$ cat config.mk
export PLATFORM = sky130hd
export DESIGN_NAME = prores_dc_coeff_decoder_flat
export DESIGN_NICKNAME = d
export VERILOG_FILES = /design/src/rtl/prores_dc_coeff_decoder_if.sv /design/src/rtl/prores_dc_coeff_decoder.sv /design/src/flat_wrapper.sv
export SDC_FILE = /design/constraint.sdc
export NUM_CORES = 1
export LEC_CHECK = 0
export ABC_CLOCK_PERIOD_IN_PS = 10000
export CORE_ASPECT_RATIO = 1.2
export CORE_MARGIN = 2
export CORE_UTILIZATION = 42
export CTS_BUF_LIST = sky130_fd_sc_hd__clkbuf_4 sky130_fd_sc_hd__clkbuf_8 sky130_fd_sc_hd__clkbuf_16
export DETAILED_ROUTE_END_ITERATION = 7
export PLACE_DENSITY = 0.73
export SKIP_LAST_GASP = 1
export SYNTH_ARGS = -nofsm -noshare
export SYNTH_HDL_FRONTEND = slang
export SYNTH_SLANG_ARGS = --single-unit
$ cat constraint.sdc
create_clock -name clk -period 10 [get_ports clk]
set_input_delay 2.5 -clock clk [delete_from_list [all_inputs] [get_ports clk]]
set_output_delay 2.5 -clock clk [all_outputs]
set_load 0.02 [all_outputs]
$ cat src/rtl/prores_dc_coeff_decoder_if.sv
// Handshake bundle between a slice controller / bitstream source and the ProRes DC
// coefficient decoder: slice start, 32-bit bitstream words and decoded DC output.
interface prores_dc_coeff_decoder_if;
  logic               start;
  logic [5:0]         num_blocks;
  logic [31:0]        bs_data;
  logic               bs_valid;
  logic               bs_ready;
  logic signed [19:0] dc_coeff;
  logic [5:0]         dc_index;
  logic               dc_valid;
  logic               dc_ready;
  logic               busy;
  logic               done;
  logic               err;

  modport master (
    output start, num_blocks, bs_data, bs_valid, dc_ready,
    input  bs_ready, dc_coeff, dc_index, dc_valid, busy, done, err
  );

  modport slave (
    input  start, num_blocks, bs_data, bs_valid, dc_ready,
    output bs_ready, dc_coeff, dc_index, dc_valid, busy, done, err
  );
endinterface

$ cat src/rtl/prores_dc_coeff_decoder.sv
// Decodes the adaptive Rice/exp-Golomb DC codewords of one ProRes slice from an
// MSB-first 32-bit word stream and rebuilds the signed 20-bit DC values.
module prores_dc_coeff_decoder #(
  parameter int unsigned MAX_PREFIX  = 20,
  parameter logic [7:0]  FIRST_DC_CB = 8'hB8
) (
  input logic                      clk,
  input logic                      reset_n,
  prores_dc_coeff_decoder_if.slave bus
);
  localparam int QW = $clog2(MAX_PREFIX + 2);
  localparam int SW = $clog2(MAX_PREFIX + 8);
  localparam int AW = MAX_PREFIX + 6;
  localparam logic [QW-1:0] QMAX = QW'(MAX_PREFIX);

  typedef enum logic [2:0] {IDLE, PREFIX, SUFFIX, CALC, OUT, FIN} state_t;

  state_t             state;
  state_t             state_nx;
  logic [5:0]         cnt;
  logic [5:0]         nblk;
  logic [5:0]         idx;
  logic signed [19:0] dc_q;
  logic               err_q;
  logic [31:0]        sreg;
  logic [QW-1:0]      q;
  logic [SW-1:0]      rem;
  logic [AW-1:0]      sacc;
  logic [2:0]         prev_cl;
  logic signed [19:0] prev_dc;
  logic               sign;

  logic               rdy;
  logic               bit_in;
  logic               start_acc;
  logic               load;
  logic               consume;
  logic [7:0]         cb;
  logic               q_le_s;
  logic [SW-1:0]      slen_c;
  logic [31:0]        code_c;
  logic signed [19:0] mag;
  logic signed [19:0] dc_nx;
  logic               sign_nx;

  function automatic logic [7:0] cb_lookup(input logic [2:0] k);
    case (k)
      3'd0:       cb_lookup = 8'h04;
      3'd1, 3'd2: cb_lookup = 8'h28;
      3'd3, 3'd4: cb_lookup = 8'h4D;
      default:    cb_lookup = 8'h70;
    endcase
  endfunction

  function automatic logic [2:0] clamp_code(input logic [31:0] c);
    clamp_code = (c > 32'd6) ? 3'd6 : c[2:0];
  endfunction

  assign bit_in    = sreg[31];
  assign start_acc = (state == IDLE) && bus.start;
  assign load      = rdy && bus.bs_valid;
  assign consume   = ((state == PREFIX) || (state == SUFFIX)) && (cnt != 6'd0);

  always_comb begin
    state_nx = state;
    rdy      = 1'b0;
    case (state)
      IDLE: if (bus.start) state_nx = (bus.num_blocks == 6'd0) ? FIN : PREFIX;
      PREFIX: begin
        rdy = (cnt == 6'd0);
        if (cnt != 6'd0) begin
          if (bit_in)         state_nx = (slen_c == '0) ? CALC : SUFFIX;
          else if (q == QMAX) state_nx = FIN;
        end
      end
      SUFFIX: begin
        rdy = (cnt == 6'd0);
        if ((cnt != 6'd0) && (rem == SW'(1))) state_nx = CALC;
      end
      CALC: state_nx = OUT;
      OUT:  if (bus.dc_ready) state_nx = ((idx + 6'd1) == nblk) ? FIN : PREFIX;
      FIN:  state_nx = IDLE;
      default: state_nx = IDLE;
    endcase
  end

  // Codebook selection, suffix length and the code/DC reconstruction for CALC.
  always_comb begin
    cb     = (idx == 6'd0) ? FIRST_DC_CB : cb_lookup(prev_cl);
    q_le_s = (q <= QW'(cb[1:0]));
    slen_c = q_le_s ? SW'(cb[7:5])
                    : SW'(q) + SW'(cb[4:2]) - SW'(cb[1:0]) - SW'(1);
    if (q_le_s)
      code_c = (32'(q) << cb[7:5]) + 32'(sacc);
    else
      code_c = ((32'd1 << slen_c) | 32'(sacc)) - (32'd1 << cb[4:2])
             + ((32'(cb[1:0]) + 32'd1) << cb[7:5]);
    // (code+1)>>1 and (code>>1)+(code&1) agree in the low 20 bits, even on wrap.
    mag = signed'(code_c[20:1] + {19'd0, code_c[0]});
    if (idx == 6'd0) begin
      sign_nx = 1'b0;
      dc_nx   = signed'(code_c[20:1] ^ {20{code_c[0]}});
    end else begin
      sign_nx = (code_c == 32'd0) ? 1'b0 : (sign ^ code_c[0]);
      dc_nx   = sign_nx ? (prev_dc - mag) : (prev_dc + mag);
    end
  end

  always_ff @(posedge clk or negedge reset_n) begin
    if (!reset_n) begin
      state <= IDLE;
      cnt   <= '0;
      nblk  <= '0;
      idx   <= '0;
      dc_q  <= '0;
      err_q <= 1'b0;
    end else begin
      state <= state_nx;
      if (start_acc || (state == FIN)) cnt <= '0;
      else if (load)                   cnt <= 6'd32;
      else if (consume)                cnt <= cnt - 6'd1;
      if (start_acc) begin
        nblk  <= bus.num_blocks;
        idx   <= '0;
        err_q <= 1'b0;
      end
      if ((state == PREFIX) && consume && !bit_in && (q == QMAX)) err_q <= 1'b1;
      if (state == CALC) dc_q <= dc_nx;
      if ((state == OUT) && bus.dc_ready) idx <= idx + 6'd1;
    end
  end

  always_ff @(posedge clk) begin
    if (load)         sreg <= bus.bs_data;
    else if (consume) sreg <= {sreg[30:0], 1'b0};

    if (start_acc || ((state == OUT) && bus.dc_ready)) q <= '0;
    else if ((state == PREFIX) && consume && !bit_in)  q <= q + QW'(1);

    if ((state == PREFIX) && consume && bit_in) begin
      rem  <= slen_c;
      sacc <= '0;
    end else if ((state == SUFFIX) && consume) begin
      rem  <= rem - SW'(1);
      sacc <= {sacc[AW-2:0], bit_in};
    end

    if (state == CALC) begin
      prev_dc <= dc_nx;
      sign    <= sign_nx;
      prev_cl <= (idx == 6'd0) ? 3'd5 : clamp_code(code_c);
    end
  end

  assign bus.bs_ready = rdy;
  assign bus.dc_coeff = dc_q;
  assign bus.dc_index = idx;
  assign bus.dc_valid = (state == OUT);
  assign bus.busy     = (state != IDLE);
  assign bus.done     = (state == FIN);
  assign bus.err      = err_q;
endmodule

$ cat src/flat_wrapper.sv
// flat-port wrapper written by rule: the top's interface ports become plain ports
module prores_dc_coeff_decoder_flat 
#(
  parameter int unsigned MAX_PREFIX  = 20,
  parameter logic [7:0]  FIRST_DC_CB = 8'hB8
)
  (clk, reset_n, bus_start, bus_num_blocks, bus_bs_data, bus_bs_valid, bus_dc_ready, bus_bs_ready, bus_dc_coeff, bus_dc_index, bus_dc_valid, bus_busy, bus_done, bus_err);
  prores_dc_coeff_decoder_if bus_i ();
  input logic clk;
  input logic reset_n;
  input wire logic [$bits(bus_i.start)-1:0] bus_start;
  input wire logic [$bits(bus_i.num_blocks)-1:0] bus_num_blocks;
  input wire logic [$bits(bus_i.bs_data)-1:0] bus_bs_data;
  input wire logic [$bits(bus_i.bs_valid)-1:0] bus_bs_valid;
  input wire logic [$bits(bus_i.dc_ready)-1:0] bus_dc_ready;
  output wire logic [$bits(bus_i.bs_ready)-1:0] bus_bs_ready;
  output wire logic [$bits(bus_i.dc_coeff)-1:0] bus_dc_coeff;
  output wire logic [$bits(bus_i.dc_index)-1:0] bus_dc_index;
  output wire logic [$bits(bus_i.dc_valid)-1:0] bus_dc_valid;
  output wire logic [$bits(bus_i.busy)-1:0] bus_busy;
  output wire logic [$bits(bus_i.done)-1:0] bus_done;
  output wire logic [$bits(bus_i.err)-1:0] bus_err;
  assign bus_i.start = bus_start;
  assign bus_i.num_blocks = bus_num_blocks;
  assign bus_i.bs_data = bus_bs_data;
  assign bus_i.bs_valid = bus_bs_valid;
  assign bus_i.dc_ready = bus_dc_ready;
  assign bus_bs_ready = bus_i.bs_ready;
  assign bus_dc_coeff = bus_i.dc_coeff;
  assign bus_dc_index = bus_i.dc_index;
  assign bus_dc_valid = bus_i.dc_valid;
  assign bus_busy = bus_i.busy;
  assign bus_done = bus_i.done;
  assign bus_err = bus_i.err;
  prores_dc_coeff_decoder #(.MAX_PREFIX(MAX_PREFIX), .FIRST_DC_CB(FIRST_DC_CB)) u_core (.clk(clk), .reset_n(reset_n), .bus(bus_i));
endmodule
==> metrics.txt, run 1 <==
port buffer count 73; CTS Sinks 134; first-pass GRT wire length 51.5 mm; final antenna-violating net count 0; Synth Instances 1426; status completed; Hold Crit Class reg -> reg; min cycle time layout 9.57 ns; f_max 104 MHz; critical path class reg -> reg; chip height 190 um; Reg2Reg Setup Slack 0.43 ns; Synth top area share 0.151; gp weighted congestion 0.975; Yosys warnings 0; Core Area 0.0286 mm2; Setup crit end kind flip-flop; Hold Violations, Final 0; Area Overhead vs Synth 18.0%; vias 10900; Post-CTS Setup Repair Bufs 0; Starting Density 0.425; largest net degree at the start of global routing 47; Post-Place Cell Area 0.0135 mm2; end of the worst register-to-register path u_core.prev_dc[18]; Post-synth EDFFs 61; die area 0.0303 mm2; die width 159 um; count of final setup violators 0; DRC 0; CP arrival 9.76 ns; H-tree levels 4; Syn Area/Cell 8.52 um2; vias per cell 5.71; worst r2r path cells 40; share of cells above drive strength 1 0.136; Slowest-stage cell, CP o31ai_2; clock tree from TritonCTS done; IO Count 74; Overflow after GRT 0; hold endpoint u_core.sacc[25]; R2R Path Start u_core.bus.dc_index[1]; Antenna Cells 0; cts hold-fix bufs 0; startpoint types flip-flop; asr flop ratio synth 0.313; Required @ worst endpoint 10.19 ns; Post-Syn Area 0.0121 mm2; total CTS buffers 17; Finished Core Util 0.501; Top FF cell, synth edfxtp_1; fin crit share 0.957; GRT Total Usage 0.205; Worst-Skew Late Latency 0.43 ns; Clock Path Buffers 2; hold path depth 2; Post-DP HPWL 24.2 mm; initial antenna violation count 0; Max Clock Skew 0.0148 ns; Finished Layout Cells 1915; Design Area, Final 0.0143 mm2; TritonRoute pass-1 iters 5; Yosys cell types 93; Nets 1657; Post-Place Cells 1883; row cnt 68; clk root buf clkbuf_16; post-synthesis register bit count 134; clock-pin slew on the worst setup and hold paths 0.07 ns; Tightest Pin Transition 1.13 ns; initial detailed-routing violation count 779; worst hold start u_core.sacc[25]; max-cap violation count 0; Worst path max stage delay 0.61 ns; peak fanout along the critical path 8; Synth area leaders edfxtp_1 15%, ha_1 8.8%, dfrtp_1 8.7%, xnor2_1 6.2%, mux2_2 5.4%; final WL 31.5 mm; Sum Neg Setup Slack 0 ns; routed length per instance 16.4 um; Slew HR 0.243; cell taking the most area after synthesis edfxtp_1; register area share after synthesis 0.288; pins over their slew limit 0; vias in the first global route 10700
==> final cells by class <==
type	instances	area [um2]
clock inverter	11	134
inverter	85	319
sequential	134	3500
tap	385	482
clock buffer	21	490
timing repair buffer	114	1040
multi-input combinational	1165	8360
fill	2730	14300
==> layout by cell type, fill, tap and decap left out, types with 12 or more instances in the layout <==
master	netlist	routed
a211oi_1	13	12
a21o_1	36	36
a21oi_1	128	120
and2_1	12	12
and3_1	20	20
buf_4	1	39
clkbuf_16	0	19
clkdlybuf4s50_1	0	72
dfrtp_1	42	42
dfxtp_1	31	31
edfxtp_1	61	61
ha_1	85	82
inv_1	83	82
mux2_2	58	58
mux2i_1	17	15
nand2_1	168	168
nand2b_1	18	18
nand3_1	26	24
nand4_1	15	15
nor2_1	106	104
nor3_1	34	31
o21ai_0	65	62
xnor2_1	86	86
xor2_1	35	35
==> through the flow <==
step,setup slack [ns],hold slack [ns]
2_1_floorplan,0.0252,0.449
3_3_place_gp,0.0766,0.465
3_5_place_dp,-0.177,0.464
4_1_cts,0.00570,0.472
5_1_grt,-0.0171,0.502
6_report,0.427,0.470
==> kinds of logic after synthesis <==
group,share of synthesized area
AO/OA/AOI/OAI,0.204
XOR/XNOR,0.0873
adder cells (fa/ha/maj),0.107
buffers and inverters,0.0432
flip-flops,0.288
multiplexers,0.0715
other,0.000618
AND/OR/NAND/NOR,0.197
==> synth_stat cells (13+ instances only) <==
| master | instances |
|---|---|
| dfrtp_1 | 42 |
| inv_1 | 83 |
| a21oi_1 | 128 |
| edfxtp_1 | 61 |
| nand3_1 | 26 |
| ha_1 | 85 |
| a211oi_1 | 13 |
| mux2_2 | 58 |
| mux2i_1 | 17 |
| a31oi_1 | 13 |
| nor3_1 | 34 |
| and3_1 | 20 |
| nor2_1 | 106 |
| a21o_1 | 36 |
| o21ai_0 | 65 |
| nand2_1 | 168 |
| clkbuf_1 | 33 |
| xor2_1 | 35 |
| xnor2_1 | 86 |
| nand2b_1 | 18 |
| nand4_1 | 15 |
| dfxtp_1 | 31 |
==> what timing repair did <==
item | in CTS | in global routing
cloned | 0 | 0
gates resized for setup | 6 | 36
pin swaps | 0 | 3
setup endpoints to repair | 7 | 16
==> worst max path at each step <==
stage,from,endpoint,slack (ns),cells after the start
6_report,u_core.bus.dc_index[1],u_core.prev_dc[18],0.43,40
3_5_place_dp,u_core.bus.dc_index[1],u_core.prev_dc[18],-0.18,42
3_3_place_gp,u_core.bus.dc_index[1],u_core.prev_dc[18],0.08,42
4_1_cts,u_core.bus.dc_index[1],u_core.prev_dc[18],0.006,42
2_1_floorplan,u_core.bus.dc_index[0],u_core.prev_dc[18],0.03,48
5_1_grt,u_core.bus.dc_index[1],u_core.prev_dc[18],-0.02,41
==> per-layer routing <==
| metal | global-route usage | vias up | wire (um) |
|---|---|---|---|
| li1 | - | 5346 | - |
| met4 | 0.0846 | 0 | 1050 |
| met1 | 0.239 | 5210 | 13200 |
| met3 | 0.0311 | 69 | 1430 |
| met2 | 0.375 | 317 | 15800 |
| met5 | 0 | - | 0 |
==> flip-flops by register name (all words and copies together), names as in the netlist <==
| signal | flops |
|---|---|
| u_core.nblk | 6 |
| u_core.q | 5 |
| u_core.prev_dc | 20 |
| u_core.state | 3 |
| u_core.prev_cl | 3 |
| u_core.sacc | 26 |
| u_core.sreg | 32 |
| u_core.sign | 1 |
| u_core.bus.dc_index | 6 |
| u_core.bus.dc_coeff | 20 |
| u_core.bus.err | 1 |
| u_core.rem | 5 |
| u_core.cnt | 6 |
==> critical path, delay by kind of cell (launching register included) <==
kind            cells  cell delay [ns]
mux                 1             0.22
fa+ha+maj           7             2.51
xor+xnor            1             0.16
simple gates        7             1.28
compound gates     19             4.26
buf+inv             5             0.50
flops               1             0.38
Power of run 1 is not shown: default switching activity piles up to over one toggle a cycle in this logic, so the estimate is an artifact.
==> inputs of run 2 (changes only) <==
Settings changed: SKIP_CTS_REPAIR_TIMING from default to 1, TNS_END_PERCENT from default to 20.
==> metrics.txt, run 2 (same netlist as run 1, synthesis figures left out) <==
die area 0.0303 mm2 (unchanged); pins over their slew limit 0 (unchanged); TritonRoute pass-1 iters 5 (unchanged); chip height 190 um (unchanged); initial detailed-routing violation count 700 (was 779); Post-DP HPWL 24.2 mm (unchanged); biggest regs u_core.sreg (32), u_core.sacc (26) (unchanged); Slew HR 0.247 (was 0.243); clock tree from TritonCTS done (unchanged); port buffer count 73 (unchanged); initial antenna violation count 0 (unchanged); Slowest-stage cell, CP fa_1 (was o31ai_2); Reg area 0.00350 mm2 (unchanged); final WL 31.4 mm (was 31.5 mm); Biggest register u_core.sreg (unchanged); Area Overhead vs Synth 17.9% (was 18.0%); fillers 2725 (was 2730); Hold Violations, Final 0 (unchanged); CP arrival 9.82 ns (was 9.76 ns); vias 11000 (was 10900); most frequent cells in the layout 168 x nand2_1, 121 x a21oi_1, 105 x nor2_1 (was 168 x nand2_1, 120 x a21oi_1, 104 x nor2_1); most common cell after layout, fill and taps aside nand2_1 (unchanged); vias in the first global route 10700 (about the same); share of cells above drive strength 1 0.134 (was 0.136); count of final setup violators 0 (unchanged); Max Clock Skew 0.0139 ns (was 0.0148 ns); Worst path max stage delay 0.51 ns (was 0.61 ns); die width 159 um (unchanged); Starting Density 0.425 (unchanged); routed length per instance 16.4 um (about the same); clk root buf clkbuf_16 (unchanged); gp weighted congestion 0.975 (unchanged); critical path class reg -> reg (unchanged); Core Area 0.0286 mm2 (unchanged); DRC 0 (unchanged); row cnt 68 (unchanged); Setup crit end kind flip-flop (unchanged); CTS Sinks 134 (unchanged); IO Count 74 (unchanged); first-pass GRT wire length 51.4 mm (was 51.5 mm); status completed (unchanged); f_max 104 MHz (about the same); Required @ worst endpoint 10.19 ns (about the same); Most common cell on crit path ha_1; Antenna Cells 0 (unchanged); Largest register FFs 32 (unchanged); Multi-input gate area 0.00835 mm2 (was 0.00836 mm2); Tightest Pin Transition 1.12 ns (was 1.13 ns); startpoint types flip-flop (unchanged); Worst-Skew Late Latency 0.43 ns (about the same); Clock Path Buffers 2 (unchanged); clock-pin slew on the worst setup and hold paths 0.07 ns (about the same); Nets 1657 (unchanged); total CTS buffers 17 (unchanged); Hold Crit Class reg -> reg (unchanged); peak fanout along the critical path 33 (was 8); fin crit share 0.963 (was 0.957); max-cap violation count 0 (unchanged); Overflow after GRT 0 (unchanged); H-tree levels 4 (unchanged); hold_ws 0.470 ns (about the same); largest net degree at the start of global routing 47 (unchanged); RSZ-0062 raised after global routing yes; vias per cell 5.72 (was 5.71); GRT Total Usage 0.204 (was 0.205); final antenna-violating net count 0 (unchanged); min cycle time layout 9.63 ns (was 9.57 ns); Reg2Reg Setup Slack 0.37 ns (was 0.43 ns)
run 2: cell counts in the layout (fill, tap and decap cells not counted):
Identical to the previous run, type by type.
run 2: final cells by class:
type / count / share of cell area
tap: 385 / 0.0336
sequential: 134 / 0.245
timing repair buffer: 114 / 0.0727
clock inverter: 11 / 0.00935
clock buffer: 21 / 0.0342
inverter: 85 / 0.0223
multi-input combinational: 1165 / 0.583
run 2: path summary, 6_finish.rpt:
check | to | start | cells past startpoint
max in group asynchronous | u_core.cnt[5] | reset_n | 1
worst min register to register | u_core.sacc[25] | u_core.sacc[25] | 2
min in group asynchronous | u_core.bus.dc_coeff[4] | reset_n | 1
worst max register to register | u_core.prev_dc[18] | u_core.bus.dc_index[1] | 43
worst min-delay path | u_core.sacc[25] | u_core.sacc[25] | 2
worst max-delay path | u_core.prev_dc[18] | u_core.bus.dc_index[1] | 43
run 2: per-layer routing:
metal	vias up	track usage	part of all wire
met3	82	0.0311	0.044
li1	5342	-	-
met1	5223	0.239	0.42
met5	-	0	0
met4	0	0.0874	0.035
met2	316	0.372	0.50
run 2: critical path: cells and delay by family (launching register included):
family | cells | cell delay (ns)
AOI/OAI and AO/OA | 20 | 3.97
adders and majority gates | 6 | 2.09
and+or+nand+nor | 9 | 1.83
buffers and inverters | 5 | 0.58
DFF | 1 | 0.38
xor gates and xnor gates | 2 | 0.30
muxes | 1 | 0.22
run 2: through the flow:
step                setup WS (ns)  cells  instance area (um2)  utilization  setup TNS (ns)
finish                      0.369   1915                14300        0.501               0
global route              -0.0943   1915                14300        0.501          -0.160
CTS                        -0.217   1915                14100        0.494          -0.718
detailed placement         -0.177   1883                13500        0.473          -0.478
global placement           0.0766   1883                13500        0.473               0
floorplan                  0.0252   1432                12200            -               0
Power of run 2 is left out for the same reason.
==> patch (flow settings as in run 1) <==
`MAX_PREFIX` is set to 20 in 2 places; all go to 40.
--- a/src/rtl/prores_dc_coeff_decoder.sv
+++ b/src/rtl/prores_dc_coeff_decoder.sv
@@ -2,5 +2,5 @@
 // MSB-first 32-bit word stream and rebuilds the signed 20-bit DC values.
 module prores_dc_coeff_decoder #(
-  parameter int unsigned MAX_PREFIX  = 20,
+  parameter int unsigned MAX_PREFIX  = 40,
   parameter logic [7:0]  FIRST_DC_CB = 8'hB8
 ) (
--- a/src/flat_wrapper.sv
+++ b/src/flat_wrapper.sv
@@ -2,5 +2,5 @@
 module prores_dc_coeff_decoder_flat 
 #(
-  parameter int unsigned MAX_PREFIX  = 20,
+  parameter int unsigned MAX_PREFIX  = 40,
   parameter logic [7:0]  FIRST_DC_CB = 8'hB8
 )
Behaviour: no difference found for any inputs over 10 cycles, from zero or initial values and one cycle with reset_n low; that may be too few to reach the edited logic, so the function may still have changed.
==> patch against run 1 <==
  * Area after synthesis grew 6.5%
  * Highest routed layer unchanged
  * Sequential cell count up 8
  * Utilization is 3.4 points higher
  * Sequential share of layout area is 1.9 points lower
  * Largest cell class unchanged
  * Die area increased by 6.4%
  * Worst setup slack improved by 0.062 ns
  * Critical path type unchanged
  * Routed wire length rose by 13%
  * Design area up 14%
  * Clock skew up 0.0024 ns
  * Via count rose by 13%
Power is left out: the tool's default activity adds up to more than one toggle a clock period on the data nets, which glitch-free logic cannot reach.
==> patch: results (changes against run 1) <==
The run finished with clean final reports. The most common cell after layout, fill and taps aside is buf_4. The antenna diode count is 0 (unchanged). The number of warnings printed during yosys synthesis is 0 (unchanged). The number of global-route vias before repair is 12158 (+14%).

After synthesis, the cell types taking the most area are edfxtp_1 (14%), ha_1 (8.7%), dfrtp_1 (8.1%). Counting instances in the post-synthesis netlist gives the leading cell types as nand2_1 (181), a21oi_1 (142), nor2_1 (141). The post-detailed-route via-to-cell ratio came out at 5.58 (-2.4%). The number of distinct library cells after synthesis is 90 (-3.2%). The total of fill cells in the finished design is 2723 (-0.26%). The headroom to the max-slew limit was 19.1% (-5.2 points). In the final layout, the registers with the most flip-flops are u_core.sacc: 32 flops, u_core.sreg: 32 flops. The total routing resource utilization after global routing was 22.2% (+1.8 points).

The worst endpoint data arrival time is 9.83 ns (+0.07 ns). The highest fanout seen on the critical path was 6 (-2). The initial antenna violation count is 0 (unchanged). The stage delay of the slowest cell on the critical path came out at 0.44 ns (-0.17 ns). The setup clock skew after layout came out at 0.0172 ns (+0.00241 ns). The net total in the final layout came out at 1945 (+17%). The average routed wire per standard cell is 16.1 um (-1.7%). The global-route wire length before repair came out at 58200 um (+13%). The maximum level of the CTS H-tree was 4 (unchanged). The largest net degree at the start of global routing came out at 46 (-2.1%). The number of optimization iterations in the first detailed-route pass was 7 (+2).

The count of buffers from port buffering is 73 (unchanged). The maximum number of buffers from clock root to sink came to 2 (unchanged). The depth of the most critical reg-to-reg path is 50 (+25%). The cell depth of the worst hold path came out at 2 (unchanged).

The clock buffer count from CTS is 17 (unchanged). The final weighted congestion in routability-driven placement is 0.947 (-2.9%). The half-perimeter wire length after detailed placement is 27500 um (+14%). The CTS clock-pin slew for the worst setup and hold paths came out at 0.07 ns (about the same). The fraction of final layout cells sized beyond drive strength 1 is 19.3% (+5.8 points).

Clock tree synthesis selected as its root buffer the cell clkbuf_16. The proportion of synthesized flip-flops having asynchronous set or reset came out at 29.6% (-1.8 points). The largest individual stage delay along the critical path comes from the cell fa_2. The sequential area share after synthesis is 28.4% (-0.45 points).

The initial detailed-routing violation count came out at 761 (-2.3%). The insertion delay to the later sink of the worst-skew pair came out at 0.44 ns. The count of flip-flops with a built-in enable after synthesis is 62 (+1.6%). The path class of the lowest-slack min-delay path is reg -> reg.
[patch: logic make-up (layout without fill, tap and decap cells)]
| kind of cell | after synthesis | in the layout | synth area share (%) |
|---|---|---|---|
| buffers and inverters | 160 | 382 | 4.77 |
| xor gates and xnor gates | 125 | 125 | 8.46 |
| and+or+nand+nor | 551 | 551 | 20.6 |
| muxes | 71 | 71 | 6.03 |
| DFF | 142 | 142 | 28.4 |
| adders and majority gates | 101 | 101 | 10.4 |
| AOI/OAI and AO/OA | 434 | 434 | 21.3 |
| other | 2 | 8 | 0.0581 |
[patch: cell type report]
type	count	area, um^2	area share (%)
clock inverters	15	194	1.19
clock buffers	17	425	2.61
inverters	90	338	2.07
well taps	396	495	3.04
repair buffers	260	2130	13.1
flip-flops and latches	142	3680	22.6
multi-input cells	1290	9020	55.4
[patch: critical path, delay by kind of cell (launching register included)]
family | cells | cell delay (ns)
AOI/OAI and AO/OA | 18 | 3.40
xor gates and xnor gates | 1 | 0.16
adders and majority gates | 7 | 1.93
buffers and inverters | 8 | 1.00
DFF | 1 | 0.36
muxes | 1 | 0.28
and+or+nand+nor | 15 | 2.27
[patch: worst paths after layout]
path	startpoint	to	slack, ns
setup / recovery	u_core.bus.dc_index[0]	u_core.bus.dc_coeff[18]	0.49
hold / removal	u_core.bus.dc_coeff[5]	u_core.bus.dc_coeff[5]	0.48
setup reg to reg	u_core.bus.dc_index[0]	u_core.bus.dc_coeff[18]	0.49
hold reg to reg	u_core.bus.dc_coeff[5]	u_core.bus.dc_coeff[5]	0.48
max in group asynchronous	reset_n	u_core.bus.dc_index[1]	7.07
min in group asynchronous	reset_n	u_core.bus.dc_coeff[5]	2.24
[patch: repair_timing]
| action | in CTS | in global routing |
|---|---|---|
| pin swaps | 0 | 30 |
| endpoints found under the setup margin | 3 | 18 |
| resized for setup | 2 | 65 |
| buffers inserted | 0 | 6 |
| hold buffers | 0 | 0 |
[patch: layer usage]
metal  track usage (%)  up-vias  share of wire (%)
met5                 0        -                  0
met2              38.4      344                 49
li1                  -     6114                  -
met3              3.53       64                4.8
met1              27.1     5807                 43
met4              9.52        0                3.0
[patch: stage by stage]
stage | TNS, ns | cell area [um^2] | worst slack, ns | std cells | hold slack, ns
2_1_floorplan | 0 | 13100 | 0.0195 | 1592 | 0.462
5_1_grt | -0.0970 | 16300 | -0.0627 | 2210 | 0.498
3_3_place_gp | 0 | 15300 | 0.234 | 2172 | 0.460
3_5_place_dp | -0.0260 | 15300 | -0.0244 | 2172 | 0.471
4_1_cts | 0 | 16000 | 0.00700 | 2204 | 0.487
6_report | 0 | 16300 | 0.489 | 2210 | 0.483
